File: src/rtl/uart_tx_port_if.sv
// CPU-side bus of the UART_TX IO slot: store strobe/data in, status word and serial line out.
interface uart_tx_port_if;
  logic        load;
  logic [15:0] in;
  logic [15:0] out;
  logic        tx;

  modport master (output load, in, input out, tx);
  modport slave  (input load, in, output out, tx);
endinterface

File: src/rtl/uart_tx_port.sv
// Memory-mapped UART transmitter: bytes queue in a small FIFO and leave as 8N1 frames, LSB first.
// The read path returns {overflow, busy, full} instead of stored data.
module uart_tx_port #(
  parameter int CLKS_PER_BIT = 217,
  parameter int FIFO_DEPTH   = 4
) (
  input  logic          clk,
  input  logic          reset,
  uart_tx_port_if.slave bus
);
  localparam int PW = $clog2(FIFO_DEPTH);
  localparam int CW = $clog2(FIFO_DEPTH + 1);
  localparam int BW = $clog2(CLKS_PER_BIT);
  localparam logic [BW-1:0] BAUD_RELOAD = BW'(CLKS_PER_BIT - 1);

  typedef enum logic [1:0] {IDLE, START, DATA, STOP} state_e;

  state_e        state_q, state_d;
  logic [CW-1:0] cnt_q, cnt_d;
  logic [PW-1:0] wptr_q, wptr_d, rptr_q, rptr_d;
  logic [7:0]    mem_q [FIFO_DEPTH];
  logic [7:0]    shift_q, shift_d;
  logic [2:0]    idx_q, idx_d;
  logic [BW-1:0] baud_q, baud_d;
  logic          ovf_q, ovf_d;
  logic          tx_q, tx_d;

  logic full, wr_data, push, pop, baud_done;
  logic unused_in;

  assign unused_in = ^bus.in[14:8];
  assign full      = (cnt_q == CW'(FIFO_DEPTH));
  assign wr_data   = bus.load && !bus.in[15];
  assign push      = wr_data && !full;
  assign baud_done = (baud_q == '0);

  // State register
  always_ff @(posedge clk) begin
    if (reset) begin
      state_q <= IDLE;
      cnt_q   <= '0;
      wptr_q  <= '0;
      rptr_q  <= '0;
      shift_q <= '0;
      idx_q   <= '0;
      baud_q  <= '0;
      ovf_q   <= 1'b0;
      tx_q    <= 1'b1;
    end else begin
      state_q <= state_d;
      cnt_q   <= cnt_d;
      wptr_q  <= wptr_d;
      rptr_q  <= rptr_d;
      shift_q <= shift_d;
      idx_q   <= idx_d;
      baud_q  <= baud_d;
      ovf_q   <= ovf_d;
      tx_q    <= tx_d;
    end
  end

  always_ff @(posedge clk) begin
    if (push) mem_q[wptr_q] <= bus.in[7:0];
  end

  // Next state; pop is the only FSM decision that reaches the FIFO
  always_comb begin
    state_d = state_q;
    pop     = 1'b0;
    unique case (state_q)
      IDLE:  if (cnt_q != '0) begin pop = 1'b1; state_d = START; end
      START: if (baud_done) state_d = DATA;
      DATA:  if (baud_done && idx_q == 3'd7) state_d = STOP;
      STOP:  if (baud_done) begin
               if (cnt_q != '0) begin pop = 1'b1; state_d = START; end
               else state_d = IDLE;
             end
      default: state_d = IDLE;
    endcase
  end

  // Outputs and datapath; tx is registered from the next state so it never sees load/in
  always_comb begin
    baud_d  = baud_q;
    shift_d = shift_q;
    idx_d   = idx_q;
    wptr_d  = push ? wptr_q + PW'(1) : wptr_q;
    rptr_d  = pop  ? rptr_q + PW'(1) : rptr_q;
    ovf_d   = ovf_q;
    cnt_d   = cnt_q;

    if (pop || (state_q != IDLE && baud_done)) baud_d = BAUD_RELOAD;
    else if (state_q != IDLE)                  baud_d = baud_q - BW'(1);

    if (pop) shift_d = mem_q[rptr_q];
    else if (state_q == DATA && baud_done) shift_d = shift_q >> 1;

    if (state_q == START) idx_d = 3'd0;
    else if (state_q == DATA && baud_done) idx_d = idx_q + 3'd1;

    unique case ({push, pop})
      2'b10:   cnt_d = cnt_q + CW'(1);
      2'b01:   cnt_d = cnt_q - CW'(1);
      default: cnt_d = cnt_q;
    endcase

    if (bus.load && bus.in[15])  ovf_d = 1'b0;
    else if (wr_data && full)    ovf_d = 1'b1;

    unique case (state_d)
      START:   tx_d = 1'b0;
      DATA:    tx_d = shift_d[0];
      default: tx_d = 1'b1;
    endcase
  end

  assign bus.tx  = tx_q;
  assign bus.out = {13'b0, ovf_q, (state_q != IDLE) || (cnt_q != '0), full};
endmodule

File: src/flat_wrapper.sv
// flat-port wrapper written by rule: the top's interface ports become plain ports
module uart_tx_port_flat 
#(
  parameter int CLKS_PER_BIT = 217,
  parameter int FIFO_DEPTH   = 4
)
  (clk, reset, bus_load, bus_in, bus_out, bus_tx);
  uart_tx_port_if bus_i ();
  input  logic clk;
  input  logic reset;
  input wire logic [$bits(bus_i.load)-1:0] bus_load;
  input wire logic [$bits(bus_i.in)-1:0] bus_in;
  output wire logic [$bits(bus_i.out)-1:0] bus_out;
  output wire logic [$bits(bus_i.tx)-1:0] bus_tx;
  assign bus_i.load = bus_load;
  assign bus_i.in = bus_in;
  assign bus_out = bus_i.out;
  assign bus_tx = bus_i.tx;
  uart_tx_port #(.CLKS_PER_BIT(CLKS_PER_BIT), .FIFO_DEPTH(FIFO_DEPTH)) u_core (.clk(clk), .reset(reset), .bus(bus_i));
endmodule
File: config.mk
export PLATFORM = sky130hd
export DESIGN_NAME = uart_tx_port_flat
export DESIGN_NICKNAME = d
export VERILOG_FILES = /design/src/rtl/uart_tx_port_if.sv /design/src/rtl/uart_tx_port.sv /design/src/flat_wrapper.sv
export SDC_FILE = /design/constraint.sdc
export NUM_CORES = 1
export LEC_CHECK = 0
export CORE_ASPECT_RATIO = 1.4
export CORE_MARGIN = 2
export CORE_UTILIZATION = 51
export CTS_CLUSTER_DIAMETER = 120
export DETAILED_ROUTE_END_ITERATION = 10
export PLACE_DENSITY = 0.74
export SLEW_MARGIN = 5
export SYNTH_ARGS = -nofsm -noshare
export SYNTH_HDL_FRONTEND = slang
export SYNTH_SLANG_ARGS = --single-unit
File: constraint.sdc
create_clock -name clk -period 3.2 [get_ports clk]
set_input_delay 0.48 -clock clk [delete_from_list [all_inputs] [get_ports clk]]
set_output_delay 0.48 -clock clk [all_outputs]
set_load 0.005 [all_outputs]
==> results of run 1 <==
## power breakdown
part,leakage [nW],internal (mW),switching [mW]
combinational,0.612,0.537,0.618
sequential,0.553,1.02,0.154
clock,0.0968,0.359,0.312
total,1.26,1.91,1.08
## registers in the layout, summed over array words and instances, names as in the netlist, 2 cells and up, named ones only
register,count
u_core.idx_q,3
u_core.shift_q,8
u_core.state_q,2
u_core.baud_q,8
u_core.rptr_q,2
u_core.wptr_q,2
u_core.mem_q,32
u_core.cnt_q,3
## cells in the mapped netlist, types with 2 or more instances
cell	number
sky130_fd_sc_hd__mux2i_1	10
sky130_fd_sc_hd__clkbuf_1	4
sky130_fd_sc_hd__a21oi_1	7
sky130_fd_sc_hd__inv_1	8
sky130_fd_sc_hd__a211oi_1	9
sky130_fd_sc_hd__buf_4	15
sky130_fd_sc_hd__xor2_1	4
sky130_fd_sc_hd__a31oi_1	3
sky130_fd_sc_hd__edfxtp_1	32
sky130_fd_sc_hd__or3_1	2
sky130_fd_sc_hd__ha_1	12
sky130_fd_sc_hd__nor3b_1	2
sky130_fd_sc_hd__o21ai_0	6
sky130_fd_sc_hd__nor3_1	8
sky130_fd_sc_hd__and2_1	4
sky130_fd_sc_hd__nand3_1	5
sky130_fd_sc_hd__nor2b_1	2
sky130_fd_sc_hd__nand2_1	6
sky130_fd_sc_hd__buf_1	2
sky130_fd_sc_hd__mux4_2	8
sky130_fd_sc_hd__o211ai_1	2
sky130_fd_sc_hd__nor2_1	28
sky130_fd_sc_hd__a21boi_0	2
sky130_fd_sc_hd__dfxtp_1	32
sky130_fd_sc_hd__nor3b_2	2
sky130_fd_sc_hd__xnor2_1	5
sky130_fd_sc_hd__nand2b_1	2
## worst max path at each step
stage / startpoint / to / slack (ns) / depth (start not counted)
global placement: bus_load / u_core.cnt_q[2]$_SDFFE_PP0P_ / 0.59 / 7
detailed placement: bus_load / u_core.cnt_q[2]$_SDFFE_PP0P_ / 0.55 / 7
finish: u_core.baud_q[0]$_SDFFE_PP0P_ / u_core.cnt_q[2]$_SDFFE_PP0P_ / 0.59 / 9
floorplan: u_core.baud_q[0]$_SDFFE_PP0P_ / u_core.cnt_q[2]$_SDFFE_PP0P_ / 0.78 / 9
CTS: u_core.baud_q[0]$_SDFFE_PP0P_ / u_core.cnt_q[2]$_SDFFE_PP0P_ / 0.59 / 9
global route: u_core.baud_q[0]$_SDFFE_PP0P_ / u_core.cnt_q[2]$_SDFFE_PP0P_ / 0.45 / 9
## area by class of cell
type | instances | area [sq um] | area share [%]
clock buffer | 9 | 124 | 3.73
sequential | 64 | 1600 | 48.2
multi-input combinational | 160 | 1230 | 37.0
inverter | 8 | 30.0 | 0.904
tap | 68 | 85.1 | 2.56
clock inverter | 7 | 72.6 | 2.18
timing repair buffer | 19 | 180 | 5.42
## kinds of logic after synthesis
group | Yosys count | share of synthesized area [%]
buffers and inverters | 31 | 5.91
AND/OR/NAND/NOR | 68 | 12.7
other | 1 | 0.127
AO/OA/AOI/OAI | 38 | 8.91
multiplexers | 19 | 9.84
flip-flops | 64 | 54.1
XOR/XNOR | 9 | 2.66
adder cells (fa/ha/maj) | 13 | 5.75
## worst reg2reg max path, stage by stage (launching register included)
cell	delay, ns
sky130_fd_sc_hd__dfxtp_1	0.38
sky130_fd_sc_hd__inv_1	0.06
sky130_fd_sc_hd__ha_1	0.20
sky130_fd_sc_hd__nor3b_4	0.19
sky130_fd_sc_hd__a31oi_2	0.30
sky130_fd_sc_hd__nor3_1	0.15
sky130_fd_sc_hd__fa_1	0.40
sky130_fd_sc_hd__or4_4	0.54
sky130_fd_sc_hd__a21o_1	0.20
sky130_fd_sc_hd__a21oi_2	0.12
## per-stage QoR
stage / utilization, % / cells / setup WS, ns / total power [mW] / hold WS, ns
after floorplan: - / 255 / 0.784 / 2.09 / 0.447
after global placement: 56.2 / 319 / 0.585 / 2.31 / 0.468
after detailed placement: 56.2 / 319 / 0.555 / 2.34 / 0.492
after CTS: 59.7 / 335 / 0.589 / 3.02 / 0.511
after global routing: 59.7 / 335 / 0.454 / 3.21 / 0.536
final: 59.7 / 335 / 0.595 / 3.00 / 0.504
## routing by layer
layer	routed length, um	up-vias	GRT usage, %
li1	-	896	-
met1	2020	867	19.8
met2	2500	31	29.7
met3	146	10	4.32
met4	106	0	8.67
met5	0	-	0
==> insert_results.sql, run 1 <==
INSERT INTO impl_metrics (metric_group, metric, value, unit) VALUES
('status', 'result_of_the_run', 'finished clean', ''),
('clock_tree', 'tritoncts.num_buffers', '9', ''),
('critical_path', 'critical_path_at', '2.87', 'ns'),
('critical_path', 'critical_path.reg2reg.startpoint', 'u_core.baud_q[0]$_SDFFE_PP0P_', ''),
('floorplan', 'floorplan.initialDensity', '53.2', '%'),
('floorplan', 'rows', '32', ''),
('global_route', 'grt_antenna_before_repair', '0', ''),
('power_and_ir_drop', 'worst_ir_drop_vdd', '0.433', 'mV'),
('clock_tree', 'clk-insertion-delay-late', '0.33', 'ns'),
('global_route', 'first_global_vias', '1790', ''),
('layout', 'antenna_cells_inserted', '0', ''),
('floorplan', 'die_w', '68.4', 'um'),
('timing', 'clock.fmax', '0.384', 'GHz'),
('floorplan', 'fp.dieH', '94.2', 'um'),
('critical_path', 'critical_path.max_stage_delay', '0.54', 'ns'),
('synthesis', 'synth.cell_area', '2960', 'sq um'),
('route', 'wire_per_inst', '14.2', 'um'),
('route', 'routed_via_density', '5.39', ''),
('floorplan', 'design.portCount', '36', ''),
('route', 'drt_iter0_drc', '85', ''),
('synthesis', 'synthesized_netlist_cell_count', '243', ''),
('timing', 'finalCriticalPeriod', '2.61', 'ns'),
('layout', 'filler_cell_count_in_the_final_layout', '461', ''),
('clock_tree', 'postCtsSetupRepairBufs', '0', ''),
('layout', 'syn2layout_area_growth', '12.2', '%'),
('placed_design', 'gpl.final_weighted_congestion', '0.809', ''),
('timing', 'max_slew.worst_pin.slew', '0.602', 'ns'),
('min_path', 'holdCritPathClass', 'flop to flop', ''),
('synthesis', 'synth.top_cells.by_area', 'sky130_fd_sc_hd__edfxtp_1 (32%), sky130_fd_sc_hd__dfxtp_1 (22%), sky130_fd_sc_hd__mux4_2 (6.1%)', ''),
('synthesis', 'avg_cell_area_syn', '12.2', 'sq um'),
('synthesis', 'synthFlopType', 'sky130_fd_sc_hd__edfxtp_1', ''),
('critical_path', 'timing.critical_path.max_delay_family', 'simple AND/OR/NAND/NOR gates', ''),
('synthesis', 'ys_types', '48', ''),
('layout', 'final_area', '3320', 'sq um'),
('critical_path', 'cp_max_fo', '9', ''),
('critical_path', 'critical_path_class', 'flop to flop', ''),
('critical_path', 'r2r_worst_path_depth', '9', ''),
('critical_path', 'timing.rr.end', 'u_core.cnt_q[2]$_SDFFE_PP0P_', ''),
('power_and_ir_drop', 'power_per_cell_area', '902', 'nW/um^2'),
('route', 'drt_pass1_iterations', '4', ''),
('layout', 'layout-drive-gt1-share', '14.2', '%'),
('timing', 'timing.slew.headroom', '59.8', '%'),
('synthesis', 'seq_cells_post_synth', '64', ''),
('global_route', 'grt_util_all_layers', '17.5', '%'),
('timing', 'setup_viol', '0', ''),
('critical_path', 'crit_path_end_kind', 'flop', ''),
('critical_path', 'crit_path_cell_trace', 'inv_1, ha_1, nor3b_4, a31oi_2, nor3_1, fa_1, or4_4, a21o_1, a21oi_2', ''),
('route', 'drcViolationCount', '0', ''),
('critical_path', 'timing.critical_path.required', '3.47', 'ns'),
('clock_tree', 'post_cts_hold_buffer_count', '0', ''),
('global_route', 'grt_start_max_net_pins', '22', ''),
('layout', 'layout.cells.most_common_list', 'sky130_fd_sc_hd__dfxtp_1 (32), sky130_fd_sc_hd__edfxtp_1 (32), sky130_fd_sc_hd__nor2_1 (28)', ''),
('power_and_ir_drop', 'leakage', '1.26', 'nW'),
('synthesis', 'synth-seq-area-share', '54.1', '%'),
('min_path', 'min-delay-start', 'u_core.shift_q[7]$_SDFFE_PP0P_', ''),
('clock_tree', 'ctsResizeCount', '0', ''),
('placed_design', 'placed_cell_area', '3130', 'sq um'),
('synthesis', 'postSynth.asyncResetShare', '0', '%'),
('global_route', 'grt.overflow.total', '0', ''),
('synthesis', 'ys.warnings.count', '0', ''),
('synthesis', 'synth-edff-count', '32', ''),
('synthesis', 'synth_largest_type_area_fraction', '32.4', '%'),
('timing', 'setup_tns', '0', 'ns'),
('critical_path', 'crit_path_start_kind', 'flop', ''),
('synthesis', 'post-synth-top-area-cell', 'sky130_fd_sc_hd__edfxtp_1', ''),
('timing', 'grt_setup_unrepaired', 'no', ''),
('global_route', 'grt_pass1_wl', '8.16', 'mm'),
('clock_tree', 'clkSlewWorstSetupHoldPaths', '0.08', 'ns'),
('floorplan', 'core_area', '5570', 'sq um'),
('route', 'post_route_wl', '4.77', 'mm'),
('layout', 'final_net_count', '294', '');
(Power assumes the default switching activity.)
==> run 2: changes to the inputs <==
Clock period 3.2 ns to 2.65 ns, I/O delays scaled along.
==> insert_results.sql, run 2 (synthesis results as in run 1) <==
INSERT INTO impl_metrics (metric_group, metric, value, unit) VALUES
('layout', 'layout-drive-gt1-share', '16.2', '%'),
('layout', 'final_net_count', '299', ''),
('critical_path', 'cp_max_fo', '5', ''),
('timing', 'finalWorstSetupSlack', '0.196', 'ns'),
('flow_run', 'drv.max_cap_violation_count', '0', ''),
('min_path', 'holdCritPathClass', 'flop to flop', ''),
('timing', 'hold_slack', '0.472', 'ns'),
('critical_path', 'crit_path_end_kind', 'flop', ''),
('timing', 'setup_viol', '0', ''),
('timing', 'timing.final.hold_violations', '0', ''),
('route', 'vias_after_detailed_routing', '1833', ''),
('clock_tree', 'clk-insertion-delay-late', '0.34', 'ns'),
('clock_tree', 'cts_tree', 'done', ''),
('status', 'result_of_the_run', 'finished clean', ''),
('clock_tree', 'post_cts_hold_buffer_count', '0', ''),
('route', 'post_route_wl', '4.71', 'mm'),
('layout', 'syn2layout_area_growth', '13.5', '%'),
('global_route', 'grt_util_all_layers', '17.7', '%'),
('layout', 'number_of_flip_flops_in_the_largest_register', '32', ''),
('floorplan', 'fp.dieH', '94.2', 'um'),
('layout', 'layout.cells.most_common_list', 'sky130_fd_sc_hd__dfxtp_1 (32), sky130_fd_sc_hd__edfxtp_1 (32), sky130_fd_sc_hd__nor2_1 (28)', ''),
('layout', 'final_area', '3360', 'sq um'),
('placed_design', 'place.detailed.hpwl', '3.37', 'mm'),
('route', 'wire_per_inst', '13.8', 'um'),
('critical_path', 'critical_path_class', 'flop to flop', ''),
('power_and_ir_drop', 'pwr-share-clk', '22.1', '%'),
('route', 'drt_pass1_iterations', '5', ''),
('clock_tree', 'postCtsSetupRepairBufs', '0', ''),
('layout', 'postLayoutCoreUtil', '60.4', '%'),
('floorplan', 'rows', '32', ''),
('timing', 'worst_clock_skew', '0.00762', 'ns'),
('critical_path', 'timing.critical_path.required', '2.93', 'ns'),
('clock_tree', 'ctsResizeCount', '0', ''),
('route', 'drt.antenna.violating_nets', '0', ''),
('power_and_ir_drop', 'power_per_cell_area', '1100', 'nW/um^2'),
('clock_tree', 'clock_tree.htree_level_count', '3', ''),
('critical_path', 'r2r_worst_path_depth', '9', ''),
('floorplan', 'core_area', '5570', 'sq um'),
('placed_design', 'dpl.cell_count', '324', ''),
('power_and_ir_drop', 'pwr-share-seq', '37.4', '%'),
('floorplan', 'die_w', '68.4', 'um'),
('layout', 'final-instance-count-excl-fill', '340', ''),
('timing', 'finalMaxSlewViolations', '0', ''),
('global_route', 'grt_antenna_before_repair', '0', ''),
('clock_tree', 'cts_num_sinks', '64', ''),
('route', 'routed_via_density', '5.39', ''),
('placed_design', 'placed_cell_area', '3160', 'sq um'),
('global_route', 'first_global_vias', '1789', ''),
('clock_tree', 'clk_root_buffer_cell', 'sky130_fd_sc_hd__clkbuf_8', ''),
('route', 'drt_iter0_drc', '71', ''),
('critical_path', 'timing.reg2reg.setup_slack', '0.20', 'ns'),
('clock_tree', 'cts_buffer_depth', '2', ''),
('clock_tree', 'clkSlewWorstSetupHoldPaths', '0.07', 'ns'),
('floorplan', 'design.portCount', '36', ''),
('clock_tree', 'tritoncts.num_buffers', '9', ''),
('power_and_ir_drop', 'total_power', '3.70', 'mW'),
('floorplan', 'die-area', '6440', 'sq um'),
('power_and_ir_drop', 'netSwitchingPower', '1.32', 'mW'),
('global_route', 'grt_start_max_net_pins', '20', ''),
('power_and_ir_drop', 'internal_power', '2.37', 'mW'),
('power_and_ir_drop', 'worst_ir_drop_vdd', '0.552', 'mV'),
('critical_path', 'crit_path_start_kind', 'flop', ''),
('layout', 'largest_register_by_flop_count', 'u_core.mem_q', ''),
('critical_path', 'critical_path.reg2reg.startpoint', 'u_core.baud_q[0]$_SDFFE_PP0P_', ''),
('timing', 'clock.fmax', '0.408', 'GHz'),
('floorplan', 'floorplan.initialDensity', '53.2', '%'),
('layout', 'antenna_cells_inserted', '0', ''),
('layout', 'largestRegisters', 'u_core.mem_q: 32 flops, u_core.baud_q: 8 flops, u_core.shift_q: 8 flops', ''),
('critical_path', 'critical_path_at', '2.73', 'ns'),
('timing', 'grt_setup_unrepaired', 'no', ''),
('timing', 'setup_tns', '0', 'ns'),
('critical_path', 'setup.worst_path.end', 'u_core.cnt_q[2]$_SDFFE_PP0P_', ''),
('timing', 'finalCriticalPeriod', '2.45', 'ns'),
('critical_path', 'timing.rr.end', 'u_core.cnt_q[2]$_SDFFE_PP0P_', ''),
('critical_path', 'worst_setup_path_startpoint', 'u_core.baud_q[0]$_SDFFE_PP0P_', ''),
('global_route', 'grt.overflow.total', '0', ''),
('placed_design', 'gpl.final_weighted_congestion', '0.756', ''),
('timing', 'layout_worst_path_cycle_share', '92.6', '%'),
('global_route', 'grt_pass1_wl', '8.09', 'mm'),
('placed_design', 'pre_cts_ws', '0.100', 'ns'),
('placed_design', 'portBuffers', '15', ''),
('power_and_ir_drop', 'leakage', '1.29', 'nW'),
('power_and_ir_drop', 'p_comb_share', '40.5', '%'),
('power_and_ir_drop', 'switching_share', '35.8', '%'),
('route', 'drcViolationCount', '0', '');
[run 2: cell count changes in the layout (fill, tap and decap cells not counted), sizes merged]
cell      previous run  this run
buf                  4         9
clkinv               5         4
clkinvlp             1         2
[run 2: layer usage]
layer / part of all wire [%] / GRT usage, % / up-vias
li1: - / - / 913
met1: 42 / 20.3 / 876
met2: 53 / 28.6 / 39
met3: 4.0 / 6.12 / 5
met4: 1.6 / 8.50 / 0
met5: 0 / 0 / -
[run 2: critical path, stage by stage, from the launching register on]
cell	delay [ns]
sky130_fd_sc_hd__dfxtp_1	0.37
sky130_fd_sc_hd__inv_1	0.06
sky130_fd_sc_hd__ha_1	0.20
sky130_fd_sc_hd__nor3b_4	0.16
sky130_fd_sc_hd__a31oi_2	0.22
sky130_fd_sc_hd__nor3_1	0.13
sky130_fd_sc_hd__fa_1	0.39
sky130_fd_sc_hd__or4_4	0.55
sky130_fd_sc_hd__a21o_1	0.20
sky130_fd_sc_hd__a21oi_2	0.11
[run 2: how the worst min path moves through the flow]
stage                                         startpoint                             end  slack [ns]  cells past startpoint
after floorplan           u_core.shift_q[7]$_SDFFE_PP0P_  u_core.shift_q[7]$_SDFFE_PP0P_        0.45                      2
after global placement    u_core.shift_q[7]$_SDFFE_PP0P_  u_core.shift_q[7]$_SDFFE_PP0P_        0.46                      2
after detailed placement  u_core.shift_q[7]$_SDFFE_PP0P_  u_core.shift_q[7]$_SDFFE_PP0P_        0.46                      2
after CTS                 u_core.shift_q[7]$_SDFFE_PP0P_  u_core.shift_q[7]$_SDFFE_PP0P_        0.48                      2
after global routing      u_core.shift_q[7]$_SDFFE_PP0P_  u_core.shift_q[7]$_SDFFE_PP0P_        0.51                      2
final                     u_core.shift_q[7]$_SDFFE_PP0P_  u_core.shift_q[7]$_SDFFE_PP0P_        0.47                      2
[run 2: cell type report]
cell class / count / area [sq um]
Inverter: 8 / 30.0
Clock buffer: 9 / 124
Multi-Input combinational cell: 160 / 1230
Timing Repair Buffer: 24 / 218
Clock inverter: 7 / 72.6
Tap cell: 68 / 85.1
Sequential cell: 64 / 1600
Fill cell: 456 / 2200
[run 2: power by group through the flow]
stage               Clock, mW  Sequential [mW]  Combinational [mW]
CTS                     0.846             1.38                1.50
floorplan                   0             1.37                1.15
global route            0.888             1.41                1.70
global placement            0             1.40                1.47
detailed placement          0             1.40                1.49
finish                  0.818             1.38                1.50
